$ cat config.mk
export PLATFORM = sky130hd
export DESIGN_NAME = vidtiming
export DESIGN_NICKNAME = d
export VERILOG_FILES = /design/src/rtl/vidtiming.sv
export SDC_FILE = /design/constraint.sdc
export NUM_CORES = 1
export LEC_CHECK = 0
export ABC_AREA = 0
export CAP_MARGIN = 25
export CORE_AREA = 2 2 85 54
export DETAILED_ROUTE_END_ITERATION = 8
export DIE_AREA = 0 0 87 56
export GPL_ROUTABILITY_DRIVEN = 0
export PLACE_DENSITY = 0.88
export SLEW_MARGIN = 20
export SYNTH_ARGS = -nofsm -noshare
export SYNTH_HDL_FRONTEND = slang
export SYNTH_SLANG_ARGS = --single-unit
$ cat constraint.sdc
create_clock -name clk -period 3.2 [get_ports clk]
set_input_delay 0.64 -clock clk [delete_from_list [all_inputs] [get_ports clk]]
set_output_delay 0.64 -clock clk [all_outputs]
set_load 0.02 [all_outputs]
$ cat src/rtl/vidtiming.sv
// vidtiming: parametrised raster timing generator and pixel source.
// Produces registered DE/HSYNC/VSYNC/SOF and pixel data for one raster
// fixed at elaboration. Line/frame order: active, front porch, sync, back porch.
// Optional build macro VIDTIMING_PATTERN_EN adds the test-pattern sources
// (ramp, colour bars, checkerboard) selected by `mode`; without it the
// output is always the external `pix` stream.
module vidtiming #(
  parameter int unsigned HACT  = 1280,
  parameter int unsigned HFP   = 110,
  parameter int unsigned HSYNC = 40,
  parameter int unsigned HBP   = 220,
  parameter int unsigned VACT  = 720,
  parameter int unsigned VFP   = 5,
  parameter int unsigned VSYNC = 5,
  parameter int unsigned VBP   = 20,
  parameter int unsigned HSPOL = 1,
  parameter int unsigned VSPOL = 1,
  parameter int unsigned CW    = 8
) (
  input  logic            clk,
  input  logic            rstn,
  input  logic            en,
  input  logic [1:0]      mode,
  input  logic [3*CW-1:0] pix,
  output logic            pixreq,
  output logic            de,
  output logic            hs,
  output logic            vs,
  output logic [3*CW-1:0] dat,
  output logic            sof
);

  localparam int unsigned HTOT = HACT + HFP + HSYNC + HBP;
  localparam int unsigned VTOT = VACT + VFP + VSYNC + VBP;
  localparam int unsigned HW   = $clog2(HTOT);
  localparam int unsigned VW   = $clog2(VTOT);
  localparam logic        HS_ON = (HSPOL != 0);
  localparam logic        VS_ON = (VSPOL != 0);

  typedef enum logic {S_IDLE, S_RUN} state_t;

  state_t            state_q, state_d;
  logic [HW-1:0]     hcnt_q, hcnt_d;
  logic [VW-1:0]     vcnt_q, vcnt_d;
  logic              de_q, de_d;
  logic              hs_q, hs_d;
  logic              vs_q, vs_d;
  logic              sof_q, sof_d;
  logic [3*CW-1:0]   dat_q, dat_d;

  int unsigned       hi, vi;
  logic              run, h_last, v_last, frame_first, active;

`ifdef VIDTIMING_PATTERN_EN
  localparam int unsigned BW  = (HACT / 8 > 0) ? HACT / 8 : 1;
  localparam int unsigned BSW = (BW > 1) ? $clog2(BW) : 1;

  logic [1:0]        mode_q, mode_d;
  logic [2:0]        bar_idx_q, bar_idx_d;
  logic [BSW-1:0]    bar_sub_q, bar_sub_d;
  logic [1:0]        cur_mode;
  logic [3*CW-1:0]   pat;
`else
  logic              unused_mode;
  assign unused_mode = ^mode;
`endif

  // Raster counters, FSM next state and next registered outputs.
  always_comb begin
    hi          = 32'(hcnt_q);
    vi          = 32'(vcnt_q);
    run         = (state_q == S_RUN);
    h_last      = (hi == HTOT - 1);
    v_last      = (vi == VTOT - 1);
    frame_first = run && (hi == 0) && (vi == 0);
    active      = run && (hi < HACT) && (vi < VACT);

    state_d = state_q;
    hcnt_d  = hcnt_q;
    vcnt_d  = vcnt_q;
    case (state_q)
      S_IDLE: begin
        hcnt_d = '0;
        vcnt_d = '0;
        if (en) state_d = S_RUN;
      end
      S_RUN: begin
        if (h_last) begin
          hcnt_d = '0;
          if (v_last) begin
            vcnt_d = '0;
            // Leaving RUN is only allowed at the frame's last pixel.
            if (!en) state_d = S_IDLE;
          end else begin
            vcnt_d = vcnt_q + 1'b1;
          end
        end else begin
          hcnt_d = hcnt_q + 1'b1;
        end
      end
      default: state_d = S_IDLE;
    endcase

    de_d  = active;
    sof_d = frame_first;
    hs_d  = (run && hi >= HACT + HFP && hi < HACT + HFP + HSYNC) ? HS_ON : !HS_ON;
    vs_d  = (run && vi >= VACT + VFP && vi < VACT + VFP + VSYNC) ? VS_ON : !VS_ON;

`ifdef VIDTIMING_PATTERN_EN
    // The frame's first pixel already uses the freshly sampled mode.
    cur_mode = frame_first ? mode : mode_q;
    mode_d   = cur_mode;

    // Bar index tracks hcnt via a sub-counter; it saturates at 7 so the
    // last bar absorbs any HACT remainder.
    bar_idx_d = bar_idx_q;
    bar_sub_d = bar_sub_q;
    if (!run || h_last) begin
      bar_idx_d = '0;
      bar_sub_d = '0;
    end else if (bar_idx_q != 3'd7) begin
      if (bar_sub_q == BSW'(BW - 1)) begin
        bar_idx_d = bar_idx_q + 1'b1;
        bar_sub_d = '0;
      end else begin
        bar_sub_d = bar_sub_q + 1'b1;
      end
    end

    case (cur_mode)
      2'd0:    pat = pix;
      2'd1:    pat = {3{hi[CW-1:0]}};
      2'd2:    pat = {{CW{~bar_idx_q[1]}}, {CW{~bar_idx_q[2]}}, {CW{~bar_idx_q[0]}}};
      default: pat = {(3*CW){hi[4] ^ vi[4]}};
    endcase

    pixreq = active && (cur_mode == 2'd0);
    dat_d  = active ? pat : '0;
`else
    pixreq = active;
    dat_d  = active ? pix : '0;
`endif
  end

  // State, counters and output registers with synchronous active-low reset.
  always_ff @(posedge clk) begin
    if (!rstn) begin
      state_q   <= S_IDLE;
      hcnt_q    <= '0;
      vcnt_q    <= '0;
      de_q      <= 1'b0;
      hs_q      <= !HS_ON;
      vs_q      <= !VS_ON;
      sof_q     <= 1'b0;
      dat_q     <= '0;
`ifdef VIDTIMING_PATTERN_EN
      mode_q    <= '0;
      bar_idx_q <= '0;
      bar_sub_q <= '0;
`endif
    end else begin
      state_q   <= state_d;
      hcnt_q    <= hcnt_d;
      vcnt_q    <= vcnt_d;
      de_q      <= de_d;
      hs_q      <= hs_d;
      vs_q      <= vs_d;
      sof_q     <= sof_d;
      dat_q     <= dat_d;
`ifdef VIDTIMING_PATTERN_EN
      mode_q    <= mode_d;
      bar_idx_q <= bar_idx_d;
      bar_sub_q <= bar_sub_d;
`endif
    end
  end

  assign de  = de_q;
  assign hs  = hs_q;
  assign vs  = vs_q;
  assign sof = sof_q;
  assign dat = dat_q;

endmodule
* Word level (Yosys, flattened, before mapping) *
Index checks and enable logic that the tools add are counted.

storage, ports and cells
  register bits after elaboration = 50
  bits in latches = 0
  RAM bits = 0
  bits in read-only memories = 0
  input port bits = 29
  output and inout bits = 29
  word-level logic and storage cells = 42
  memories = 0

operators by class
  add/sub/neg operators = 2
  multiply operators = 0
  div/mod/pow operators = 0
  order comparisons = 6
  eq/ne operators = 3
  shifts and indexed selects = 0
  mux-type cells = 11
  bitwise gates (word level) = 1
  reduce and logical (&&, ||, !) cells = 11

operators with widths
  kind                     number
  $lt A11 B11 Y1 const B   2
  $pmux W11 S2             1
  $lt A10 B10 Y1 const B   2
  $mux W10                 2
  $pmux W10 S2             1
  $add A11 B1 Y11 const B  1
  $eq A11 B11 Y1 const B   1
  $ge A11 B11 Y1 const B   1
  $logic_not A11 Y1        1
  $mux W11                 1
  $add A10 B1 Y10 const B  1
  $eq A10 B10 Y1 const B   1
  $ge A10 B10 Y1 const B   1
  $logic_not A10 Y1        1
  $logic_and A1 B1 Y1      8
  $mux W1                  5
  $ne A2 B1 Y1 const B     1
  $pmux W1 S2              1
  $reduce_and A2 Y1        1
  $not A1 Y1               1

* Logic depth before layout (Yosys ltp) *
  word-level depth = 4
  mapped depth = 7
  gate-level depth less buffers = 6

* Worst setup path after synthesis *
No wires, ideal clock.

  path kind = in2reg
  from = input rstn
  to = register vcnt_q[7]
  setup time = 59 ps
  arrival = 1728 ps
  data required time = 3141 ps
  path slack = 1413 ps
  cell stages on the path = 5
  path buffers = 1
  cells stage by stage = nand2_1 > or4_1 > buf_2 > o31ai_1 > a22o_1

RTL lines
  element               RTL line  source
  start, declared       21        input logic rstn,
  end signal, assigned  164       vcnt_q <= vcnt_d;
  end, declared         44        logic [VW-1:0] vcnt_q, vcnt_d;

* Worst setup path after layout *
  from = register vcnt_q[4]
  to = output pixreq

between the ends
  longest elaborated chain between the ends = 2

RTL lines
  element              RTL line  source
  $lt A10 B10 Y1       76        active = run && (hi < HACT) && (vi < VACT);
  $logic_and A1 B1 Y1  76
  end, declared        25        output logic pixreq,

No other way between the ends.

==> results.ini <==
[outcome]
outcome = finished, final reports clean

[critical_path]
worstSetupEndpointType = output pin
critical-path-top-delay-family = buffers and inverters
cp.required_ps = 2560
worstSetupPathType = register to output pin
start_kind = register
path_buf_inv = 1
worstPathArrival_ps = 1970
crit_chain = o211a_1 > o21ai_0 > and3_1 > clkdlybuf4s50_1
crit_path_max_fanout = 9
critPathSlowestCell = clkdlybuf4s50_1
slowest_delay_ps = 610

[yosys]
avgSynthCellArea_um2 = 9.40
synthMuxAreaShare_pct = 0
synthSimpleGateAreaFrac_pct = 30.0
synth_top_cell_by_area = dfxtp_1
netlist_area_um2 = 1970
synth-seq-cells = 50
synth_xor_area_share_pct = 3.11
synth_fp_nets = 246
synth_cells = 210
synth_top_family_by_area = simple AND/OR/NAND/NOR gates
synth_compound_area_share_pct = 9.25
yosys.area_share.adder_pct = 4.44
synth.distinct_cells = 37
yosysWarnings = 0
ys_seq_area_share_pct = 50.7
yosys.area.top_type_share_pct = 50.7
synth_top_cells_by_area = dfxtp_1 51%, and2_1 8.6%, ha_1 4.4%

[global_route]
grt_pass1_wl_um = 7450
grt_usage_pct = 19.9
antenna_found_initial = 0
grt_start_max_net_pins = 26
grt_pass1_vias = 1536
overflow = 0

[clocking]
clkTransAtPathRegs_ps = 90
ctsHoldBuffers = 0
cts_root_buf = clkbuf_8
cts-buffers-inserted = 5
cts_buffer_depth = 2
cts_htree_levels = 2
clkLatencyLatePin_ps = 310
cts_tree = built
cts_resized = 0
postCtsSetupRepairBufs = 0
cts.sinks = 50

[timing]
skew_ps = 11.0
rsz0062_at_grt = no
fmax_mhz = 384
slew_headroom_pct = 43.5
whs_ps = 523
fin_setup_tns_ps = 0
post-route-period-util_pct = 81.4
timing.final.crit_period_ps = 2610
setup_viol = 0
final_max_slew_viol_count = 0
hold_violations = 0
tightestPinTransition_ps = 840

[layout]
fill_cells = 318
multi_input_area_um2 = 923
antenna_cells = 0
area_growth_pct = 35.3
finalNetCount = 301
drive_gt1_share_pct = 3.77
seq_area_um2 = 1000

[power_and_ir_drop]
power.leakage_nw = 0.967
ir_drop_v = 0.000210
cellPowerDensity_nw_per_um2 = 450

[placed_design]
hpwl_um = 3480
port_buffers = 55

[die]
initial_utilization_pct = 49.0
row_count = 18
core_um2 = 4030
die_w_um = 87
dieArea_um2 = 4870
fp.dieH_um = 56
io_pins = 58

[routing]
wl_per_cell_um = 15.0
routed_wl_um = 4720
via_per_inst = 5.46
drc = 0
drtIter0Drc = 88
vias = 1719
ant_nets = 0
dr.pass1.iters = 5

[run]
cap_violations = 0

[min_path]
hp-class = register to register

==> logic make-up (layout without fill, tap and decap cells) <==
logic type / count (synthesis) / in the layout
and+or+nand+nor: 103 / 103
DFF: 50 / 50
AOI/OAI and AO/OA: 30 / 30
buffers and inverters: 13 / 68
adders and majority gates: 7 / 7
xor gates and xnor gates: 7 / 7
==> path summary, 6_finish.rpt <==
check	from	end	slack (ps)	cells past startpoint
worst max-delay path	vcnt_q[4]$_SDFFE_PN0P_	pixreq	590	4
worst min-delay path	hcnt_q[10]$_SDFF_PP0_	hs$_SDFF_PN0_	520	2
worst max register to register	hcnt_q[0]$_SDFF_PP0_	vcnt_q[7]$_SDFFE_PN0P_	1190	5
worst min register to register	hcnt_q[10]$_SDFF_PP0_	hs$_SDFF_PN0_	520	2
==> power by group <==
group,switching [W],internal [W]
sequential,0.00000664,0.000639
clock,0.000209,0.000230
combinational,0.0000504,0.0000674
total,0.000266,0.000937
==> synthesized netlist by cell type <==
cell      count
dfxtp_1      50
and2_1       27
nand2_1      16
nor2_1       11
o21ai_0      10
or3_1        10
a21oi_1       9
clkbuf_1      7
ha_1          7
nor3_1        7
and3_1        5
inv_1         5
nor4_1        5
xnor2_1       5
nand3_1       4
nand4_1       4
nor3b_1       3
and4_1        2
nor2b_1       2
o22a_1        2
o31ai_1       2
xor2_1        2
a22o_1        1
a2bb2o_1      1
a31oi_1       1
and4b_1       1
buf_2         1
nand3b_1      1
nand4b_1      1
nor4b_1       1
o211a_1       1
o21ai_1       1
o22ai_1       1
o31a_1        1
or3_4         1
or4_1         1
or4b_2        1
==> area by class of cell <==
| type | count | share of cell area [%] |
|---|---|---|
| multi-input cells | 147 | 34.6 |
| inverters | 5 | 0.703 |
| repair buffers | 56 | 20.9 |
| well taps | 50 | 2.34 |
| clock buffers | 5 | 2.58 |
| flip-flops and latches | 50 | 37.5 |
| clock inverters | 2 | 1.45 |
==> stage by stage <==
step,worst slack (ps),power (W),cells,utilization (%),instance area (um2)
3_5_place_dp,753,0.000779,308,63.6,2560
3_3_place_gp,808,0.000777,308,63.6,2560
4_1_cts,579,0.00121,315,66.3,2670
6_report,595,0.00120,315,66.3,2670
2_1_floorplan,1410,0.000707,210,-,1970
5_1_grt,490,0.00124,315,66.3,2670
==> routing by layer <==
metal | part of all wire [%] | GRT usage, % | vias to the layer above | wire [um]
li1 | - | - | 838 | -
met1 | 45 | 26.8 | 795 | 2140
met2 | 43 | 30.6 | 79 | 2050
met3 | 10 | 5.79 | 7 | 479
met4 | 1.2 | 6.03 | 0 | 55
met5 | 0 | 0 | - | 0
==> registers in the layout, indices dropped and copies added (netlist names) <==
name	count
de	1
vcnt_q	10
hcnt_q	11
hs	1
dat	24
run	1
vs	1
sof	1
==> layout by cell type, fill, tap and decap left out, types with 3 or more instances in the layout <==
| master | netlist | routed |
|---|---|---|
| a21oi_1 | 9 | 9 |
| and2_1 | 27 | 27 |
| and3_1 | 5 | 5 |
| clkbuf_8 | 0 | 5 |
| clkdlybuf4s50_1 | 0 | 55 |
| dfxtp_1 | 50 | 50 |
| ha_1 | 7 | 7 |
| inv_1 | 5 | 5 |
| nand2_1 | 16 | 16 |
| nand3_1 | 4 | 4 |
| nand4_1 | 4 | 4 |
| nor2_1 | 11 | 11 |
| nor3_1 | 7 | 7 |
| nor3b_1 | 3 | 3 |
| nor4_1 | 5 | 5 |
| o21ai_0 | 10 | 10 |
| or3_1 | 10 | 10 |
| xnor2_1 | 5 | 5 |
==> worst min-delay path: cells and delay by family (launching register included) <==
family           cells  cell delay, ps
AND/OR/NAND/NOR      2             130
flip-flops           1             370
(Power assumes the default switching activity.)
